**src/rtl/tagged_arith_pipe.sv**
```systemverilog
// Pipelined signed add/sub/mul/pass unit with an aligned tag sideband,
// ready/valid backpressure, bubble collapsing, flush, and optional saturation.
// Stage 0 holds the computed result; later stages are pure delay.
module tagged_arith_pipe #(
    parameter int DATA_W = 24,
    parameter int TAG_W  = 1,
    parameter int STAGES = 4,
    parameter int SAT    = 0
) (
    input  logic              clock,
    input  logic              reset,
    input  logic              flush,
    input  logic              in_valid,
    output logic              in_ready,
    input  logic [1:0]        in_op,
    input  logic [DATA_W-1:0] in_a,
    input  logic [DATA_W-1:0] in_b,
    input  logic [TAG_W-1:0]  in_tag,
    output logic              out_valid,
    input  logic              out_ready,
    output logic [DATA_W-1:0] out_data,
    output logic [TAG_W-1:0]  out_tag,
    output logic              out_ovf,
    output logic              busy
);

    localparam logic [DATA_W-1:0] MAX_VAL = {1'b0, {(DATA_W-1){1'b1}}};
    localparam logic [DATA_W-1:0] MIN_VAL = {1'b1, {(DATA_W-1){1'b0}}};

    // Returns {ovf, result}. Full-precision result is formed first; ovf is set
    // when it does not fit DATA_W signed, and SAT picks clamp versus wrap.
    function automatic logic [DATA_W:0] compute(input logic [1:0]        op,
                                                input logic [DATA_W-1:0] a,
                                                input logic [DATA_W-1:0] b);
        logic [DATA_W:0]     s;
        logic [2*DATA_W-1:0] ax;
        logic [2*DATA_W-1:0] bx;
        logic [2*DATA_W-1:0] p;
        logic [DATA_W-1:0]   r;
        logic                ov;
        logic                neg;
        s   = '0;
        ax  = {{DATA_W{a[DATA_W-1]}}, a};
        bx  = {{DATA_W{b[DATA_W-1]}}, b};
        p   = '0;
        r   = a;
        ov  = 1'b0;
        neg = 1'b0;
        case (op)
            2'b00: begin
                s   = {a[DATA_W-1], a} + {b[DATA_W-1], b};
                r   = s[DATA_W-1:0];
                ov  = s[DATA_W] ^ s[DATA_W-1];
                neg = s[DATA_W];
            end
            2'b01: begin
                s   = {a[DATA_W-1], a} - {b[DATA_W-1], b};
                r   = s[DATA_W-1:0];
                ov  = s[DATA_W] ^ s[DATA_W-1];
                neg = s[DATA_W];
            end
            2'b10: begin
                // Low 2*DATA_W bits of the sign-extended product are exact.
                p   = ax * bx;
                r   = p[DATA_W-1:0];
                ov  = !((&p[2*DATA_W-1:DATA_W-1]) || !(|p[2*DATA_W-1:DATA_W-1]));
                neg = p[2*DATA_W-1];
            end
            default: begin
                r   = a;
                ov  = 1'b0;
                neg = 1'b0;
            end
        endcase
        if ((SAT != 0) && ov) begin
            r = neg ? MIN_VAL : MAX_VAL;
        end else begin
            r = r;
        end
        return {ov, r};
    endfunction

    logic [STAGES-1:0] valid;
    logic [STAGES-1:0] en;
    logic [STAGES-1:0] ovf;
    logic [DATA_W-1:0] data [STAGES];
    logic [TAG_W-1:0]  tag  [STAGES];
    logic [DATA_W:0]   result;
    logic              hole;

    // Arithmetic for the beat currently on the input port.
    always_comb begin
        result = compute(in_op, in_a, in_b);
    end

    // Stage enables: a stage may load if it or any stage downstream is empty,
    // or the consumer is taking the output beat.
    always_comb begin
        en   = '0;
        hole = out_ready;
        for (int i = STAGES - 1; i >= 0; i--) begin
            hole  = hole | ~valid[i];
            en[i] = hole;
        end
    end

    assign in_ready  = en[0] & ~flush;
    assign out_valid = valid[STAGES-1];
    assign out_data  = data[STAGES-1];
    assign out_tag   = tag[STAGES-1];
    assign out_ovf   = ovf[STAGES-1];
    assign busy      = |valid;

    // Valid bits: flush drops everything, otherwise each enabled stage takes
    // its upstream valid so bubbles collapse.
    always_ff @(posedge clock or posedge reset) begin
        if (reset) begin
            valid <= '0;
        end else if (flush) begin
            valid <= '0;
        end else begin
            if (en[0]) begin
                valid[0] <= in_valid;
            end
            for (int i = 1; i < STAGES; i++) begin
                if (en[i]) begin
                    valid[i] <= valid[i-1];
                end
            end
        end
    end

    // Payload: only real beats move, so an empty output keeps its last value.
    always_ff @(posedge clock or posedge reset) begin
        if (reset) begin
            ovf <= '0;
            for (int i = 0; i < STAGES; i++) begin
                data[i] <= '0;
                tag[i]  <= '0;
            end
        end else if (!flush) begin
            if (en[0] && in_valid) begin
                data[0] <= result[DATA_W-1:0];
                ovf[0]  <= result[DATA_W];
                tag[0]  <= in_tag;
            end
            for (int i = 1; i < STAGES; i++) begin
                if (en[i] && valid[i-1]) begin
                    data[i] <= data[i-1];
                    ovf[i]  <= ovf[i-1];
                    tag[i]  <= tag[i-1];
                end
            end
        end
    end

endmodule
```
**config.mk**
```make
export PLATFORM = sky130hd
export DESIGN_NAME = tagged_arith_pipe
export DESIGN_NICKNAME = d
export VERILOG_FILES = /design/src/rtl/tagged_arith_pipe.sv
export SDC_FILE = /design/constraint.sdc
export NUM_CORES = 2
export LEC_CHECK = 0
export CAP_MARGIN = 10
export CORE_ASPECT_RATIO = 2
export CORE_MARGIN = 2
export CORE_UTILIZATION = 45
export DETAILED_ROUTE_END_ITERATION = 8
export PLACE_DENSITY = 0.59
export RECOVER_POWER = 50
export SLEW_MARGIN = 20
export SYNTH_ARGS = -nofsm -noshare
export SYNTH_HDL_FRONTEND = slang
export SYNTH_SLANG_ARGS = --single-unit
```
**constraint.sdc**
```tcl
create_clock -name clock -period 4.44 [get_ports clock]
set_input_delay 0.888 -clock clock [delete_from_list [all_inputs] [get_ports clock]]
set_output_delay 0.888 -clock clock [all_outputs]
set_load 0.03 [all_outputs]
```
== Word-level counts from Yosys, hierarchy flattened ==
Index checks and enable logic that the tools add are counted.

* Output and inout bits: 29
* Word-level logic and storage cells: 59
* Input bits: 56
* Register bits after elaboration: 108

* Bitwise operators: 12
* Equal/unequal tests: 2
* $mul: 1
* $add $sub $neg: 2
* Muxes and demuxes: 7
* Reductions and logical operators: 19

{| class="wikitable"
|+ Operators with widths
! operator !! number
|-
| $pmux W24 S3 || 1
|-
| $mul A24 B24 Y48 || 1
|-
| $add A24 B24 Y25 || 1
|-
| $reduce_and A25 Y1 || 1
|-
| $reduce_or A25 Y1 || 1
|-
| $sub A24 B24 Y25 || 1
|-
| $reduce_and A2 Y1 || 4
|-
| $reduce_bool A2 Y1 || 4
|-
| $not A1 Y1 || 5
|-
| $logic_and A1 B1 Y1 || 4
|-
| $mux W1 || 4
|-
| $mux W4 || 1
|-
| $or A1 B1 Y1 || 4
|-
| $reduce_or A4 Y1 || 1
|-
| $pmux W1 S3 || 1
|-
| $eq A2 B1 Y1 const B || 1
|-
| $eq A2 B2 Y1 const B || 1
|-
| $logic_not A1 Y1 || 2
|-
| $logic_not A2 Y1 || 1
|-
| $xor A1 B1 Y1 || 2
|-
| $and A1 B1 Y1 || 1
|-
| $logic_or A1 B1 Y1 || 1
|}

== Longest topological paths before layout ==
* Word-level depth: 7
* Depth in mapped cells: 31
* Mapped depth without buffers: 29

== Worst setup path before layout ==
Ideal clock, no wire load.

* Path kind: in2reg
* Start: in in_a[23]
* End: reg ovf[0]
* Stages: 27
* Arrival time: 8.694 ns
* Data required time: 4.311 ns
* Slack: -4.382 ns
* Cells stage by stage: clkbuf_1 clkbuf_1 nand2_1 inv_1 fa_1 inv_1 fa_1 inv_1 fa_1 inv_1 fa_1 fa_1 fa_1 fa_1 inv_1 ha_1 a21o_1 o311a_1 or4b_1 a21oi_1 nor2_1 xnor2_1 nor4_2 nand4_1 or4_1 and3_1 a2111o_1

* Word-level cells in the longest chain between the ends: 6
* Elaborated cells on any way between the ends: 11
* Those cells by class: add/sub (2); mul (1); mux (1); bitwise (2); reduce/logical (5)

{| class="wikitable"
|+ RTL lines
! what !! RTL line !! RTL
|-
| from (decl) || 16 || <nowiki>input logic [DATA_W-1:0] in_a,</nowiki>
|-
| $mul A24 B24 Y48 || 64 || <nowiki>p = ax * bx;</nowiki>
|-
| $reduce_or A25 Y1 || 66 || <nowiki>ov = !((&p[2*DATA_W-1:DATA_W-1]) || !(|p[2*DATA_W-1:DATA_W-1]));</nowiki>
|-
| $logic_not A1 Y1 || 66 ||
|-
| $logic_or A1 B1 Y1 || 66 ||
|-
| $logic_not A1 Y1 || 66 ||
|-
| $pmux W1 S3 (*) || 49 || <nowiki>case (op)</nowiki>
|-
| to (signal assigned) || 144 || <nowiki>ovf[0] <= result[DATA_W];</nowiki>
|-
| to (signal, indexed assignment) || 150 || <nowiki>ovf[i] <= ovf[i-1];</nowiki>
|-
| to (decl) || 85 || <nowiki>logic [STAGES-1:0] ovf;</nowiki>
|}

Every way passes the cells marked *; elsewhere a longest branch is shown, timed or not.
A chain may end at the register's enable or synchronous reset.

== Final worst setup path ==
* Start: in in_b[11]
* End: reg ovf[0]

* Word-level cells in the longest chain between the ends: 6
* Elaborated cells on any way between the ends: 11
* Those cells by class: add/sub (2); mul (1); mux (1); bitwise (2); reduce/logical (5)

{| class="wikitable"
|+ RTL lines
! what !! RTL line !! RTL
|-
| from (decl) || 17 || <nowiki>input logic [DATA_W-1:0] in_b,</nowiki>
|-
| $mul A24 B24 Y48 || 64 ||
|-
| $reduce_or A25 Y1 || 66 ||
|-
| $logic_not A1 Y1 || 66 ||
|-
| $logic_or A1 B1 Y1 || 66 ||
|-
| $logic_not A1 Y1 || 66 ||
|-
| $pmux W1 S3 (*) || 49 ||
|}

Marked as above.

==> impl_metrics.env <==
export IMPL_grt_max_degree=60
export IMPL_crit_required_ns=4.67
export IMPL_syn_avg_cell_area_um2=9.428
export IMPL_hp_class="flip-flop to flip-flop"
export IMPL_synth_seq_area_share=0.09678
export IMPL_synth_seq_cells=108
export IMPL_max_cap_viol_count=1
export IMPL_die_y_um=356.3
export IMPL_slew_headroom=-0.6940
export IMPL_crit_path_max_incr_delay_ns=0.62
export IMPL_antenna_left=0
export IMPL_violations="max-capacitance violations, max-slew violations, negative setup slack"
export IMPL_start_kind="primary input"
export IMPL_hold_viol=0
export IMPL_yosysMostFrequentCell="fa_1"
export IMPL_yosys_area_top_type="fa_1"
export IMPL_fin_skew_ns=0.009537
export IMPL_cts_sinks=108
export IMPL_synth_top_area_frac=0.4366
export IMPL_overflow=0
export IMPL_place_congestion=0.9557
export IMPL_route_vias_total=23730
export IMPL_drc=0
export IMPL_nets=4373
export IMPL_dr_pass1_iters=5
export IMPL_worst_setup_path_end_kind="flip-flop"
export IMPL_tightest_slew_ns=2.527
export IMPL_drtIter0Drc=1476
export IMPL_yosysWarningCount=0
export IMPL_final_core_util=0.6018
export IMPL_start_util=0.4529
export IMPL_synth_area_um2=27920
export IMPL_cp_arrival_ns=8.51
export IMPL_placementRows=129
export IMPL_drive_gt1_frac=0.3150
export IMPL_grt_pass1_wl_um=155800
export IMPL_place_ws_ns=-4.805
export IMPL_ys_top_cells_by_area="fa_1 44%, dfrtp_1 9.7%, ha_1 8.2%"
export IMPL_crit_path_max_fanout=11
export IMPL_cts_tree="done"
export IMPL_fill_cells=5202
export IMPL_viasPerCell=5.496
export IMPL_synth_commonest_cells="609 x fa_1, 545 x inv_1, 389 x nand2_1"
export IMPL_period_minus_slack_ns=8.280
export IMPL_stdcell_count=4317
export IMPL_rsz0062_at_grt="yes"
export IMPL_port_buffers=84
export IMPL_fmax_mhz=120.8
export IMPL_cts_root_buf="clkbuf_16"
export IMPL_finalCritPeriodShare=1.865
export IMPL_crit_type="primary input to flip-flop"
export IMPL_status="finished, violations left"
export IMPL_core_um2=61660
export IMPL_fin_ws_ns=-3.840
export IMPL_synthArstFlopShare=1.000
export IMPL_placed_cells=4156
export IMPL_cts_buffer_depth=2
export IMPL_grt_use_total=0.3289
export IMPL_ys_types=83
export IMPL_antenna_found_initial=2
export IMPL_path_clk_slew_ns=0.08
export IMPL_syn2layout_area_growth_pct=32.88
export IMPL_synth_edf_count=0
export IMPL_wl_um=107600
export IMPL_ys_flop_type="dfrtp_1"
export IMPL_syn_inst=2962
export IMPL_clock_latency_ns=0.34
export IMPL_slew_viol_final=60
export IMPL_numCtsBuffers=9
export IMPL_cts_max_level=3
export IMPL_setup_viol=19
export IMPL_dp_final_hpwl_um=83380
export IMPL_dieArea_um2=64180
export IMPL_wl_per_cell_um=24.93
export IMPL_crit_top_cell="fa_1"
export IMPL_critPathSlowestCell="fa_1"
export IMPL_grt_pass1_vias=26610
export IMPL_io_pins=85
export IMPL_die_x_um=180.1
export IMPL_syn_nets=3810
## worst max-delay path, delay by kind of cell
family | cells | cell delay, ns
AND/OR/NAND/NOR | 5 | 1.13
adder cells (fa/ha/maj) | 9 | 4.12
buffers and inverters | 5 | 0.75
AO/OA/AOI/OAI | 7 | 1.60
## cell type report
type | instances | area, um^2 | share of cell area
clock buffer | 9 | 225.2 | 0.006069
inverter | 547 | 2078 | 0.05601
antenna | 1 | 2.502 | 0.00006744
multi-input combinational | 2142 | 24010 | 0.6471
timing repair buffer | 717 | 7047 | 0.1899
clock inverter | 7 | 55.05 | 0.001484
tap | 786 | 983.4 | 0.02650
sequential | 108 | 2703 | 0.07283
## cells in the final DEF, fill, tap and decap left out, types with 17 or more instances in the layout
| cell type | synthesis | layout |
|---|---|---|
| a21o_1 | 29 | 29 |
| a21oi_1 | 81 | 59 |
| a21oi_2 | 0 | 17 |
| and2_1 | 239 | 204 |
| and2_4 | 0 | 35 |
| buf_12 | 0 | 63 |
| buf_4 | 24 | 473 |
| buf_6 | 0 | 70 |
| buf_8 | 0 | 17 |
| clkdlybuf4s50_1 | 0 | 31 |
| dfrtp_1 | 108 | 108 |
| fa_1 | 609 | 545 |
| fa_2 | 0 | 64 |
| ha_1 | 183 | 129 |
| ha_4 | 0 | 44 |
| inv_1 | 545 | 489 |
| inv_2 | 0 | 49 |
| mux2_2 | 79 | 79 |
| nand2_1 | 389 | 369 |
| nand2_2 | 0 | 18 |
| nand2b_1 | 28 | 28 |
| nand3_1 | 23 | 21 |
| nor2_1 | 90 | 72 |
| o211ai_1 | 23 | 23 |
| o21ai_0 | 91 | 47 |
| o21ai_1 | 1 | 29 |
| xnor2_1 | 42 | 36 |
| xor2_1 | 25 | 19 |
## per-stage QoR
step | TNS (ns) | instance area [um^2] | hold WS, ns
floorplan | -24.41 | 28650 | 0.4348
finish | -35.57 | 37110 | 0.4832
detailed placement | -52.60 | 33740 | 0.4690
global placement | -51.80 | 33740 | 0.4550
CTS | -37.11 | 35900 | 0.4879
global route | -38.15 | 37100 | 0.5029
## cells by family (layout without fill, tap and decap cells)
kind of cell | count (synthesis) | count (layout) | share of synthesized area
other | 0 | 1 | 0
and+or+nand+nor | 856 | 856 | 0.1488
AOI/OAI and AO/OA | 340 | 340 | 0.08021
buffers and inverters | 712 | 1280 | 0.09902
xor gates and xnor gates | 68 | 68 | 0.02182
adders and majority gates | 792 | 792 | 0.5186
muxes | 86 | 86 | 0.03481
DFF | 108 | 108 | 0.09678
## state kept, by name, summed over array words and instances, names as in the netlist
register	cells
data	72
out_data	24
out_tag	1
ovf	4
tag	3
valid	4
## routing by layer
| layer | vias to the layer above | GRT usage | wire (um) |
|---|---|---|---|
| met4 | 2 | 0.3015 | 13940 |
| met5 | - | 0 | 14 |
| met2 | 920 | 0.6081 | 56240 |
| met1 | 12100 | 0.3186 | 32520 |
| met3 | 448 | 0.03501 | 4926 |
| li1 | 10260 | - | - |
## worst paths after layout
check,start,end,slack [ns],cells past startpoint
max,in_b[11],ovf[0]$_DFFE_PP0P_,-3.84,26
min,data[95]$_DFFE_PP0P_,data[95]$_DFFE_PP0P_,0.48,2
max reg2reg,valid[3]$_DFFE_PP0P_,data[95]$_DFFE_PP0P_,2.15,8
min reg2reg,data[95]$_DFFE_PP0P_,data[95]$_DFFE_PP0P_,0.48,2
max in group asynchronous,reset,out_data[21]$_DFFE_PP0P_,0.95,3
min in group asynchronous,reset,tag[1]$_DFFE_PP0P_,1.70,2
## what timing repair did
item,CTS,global route
setup buffers,91,45
endpoints found under the hold margin,0,0
cloned,13,7
setup endpoints to repair,20,20
pin swaps,107,179
hold buffers,0,0
resized for setup,348,248
Power is left out: the tool's default activity adds up to more than one toggle a clock period on the data nets, which glitch-free logic cannot reach.
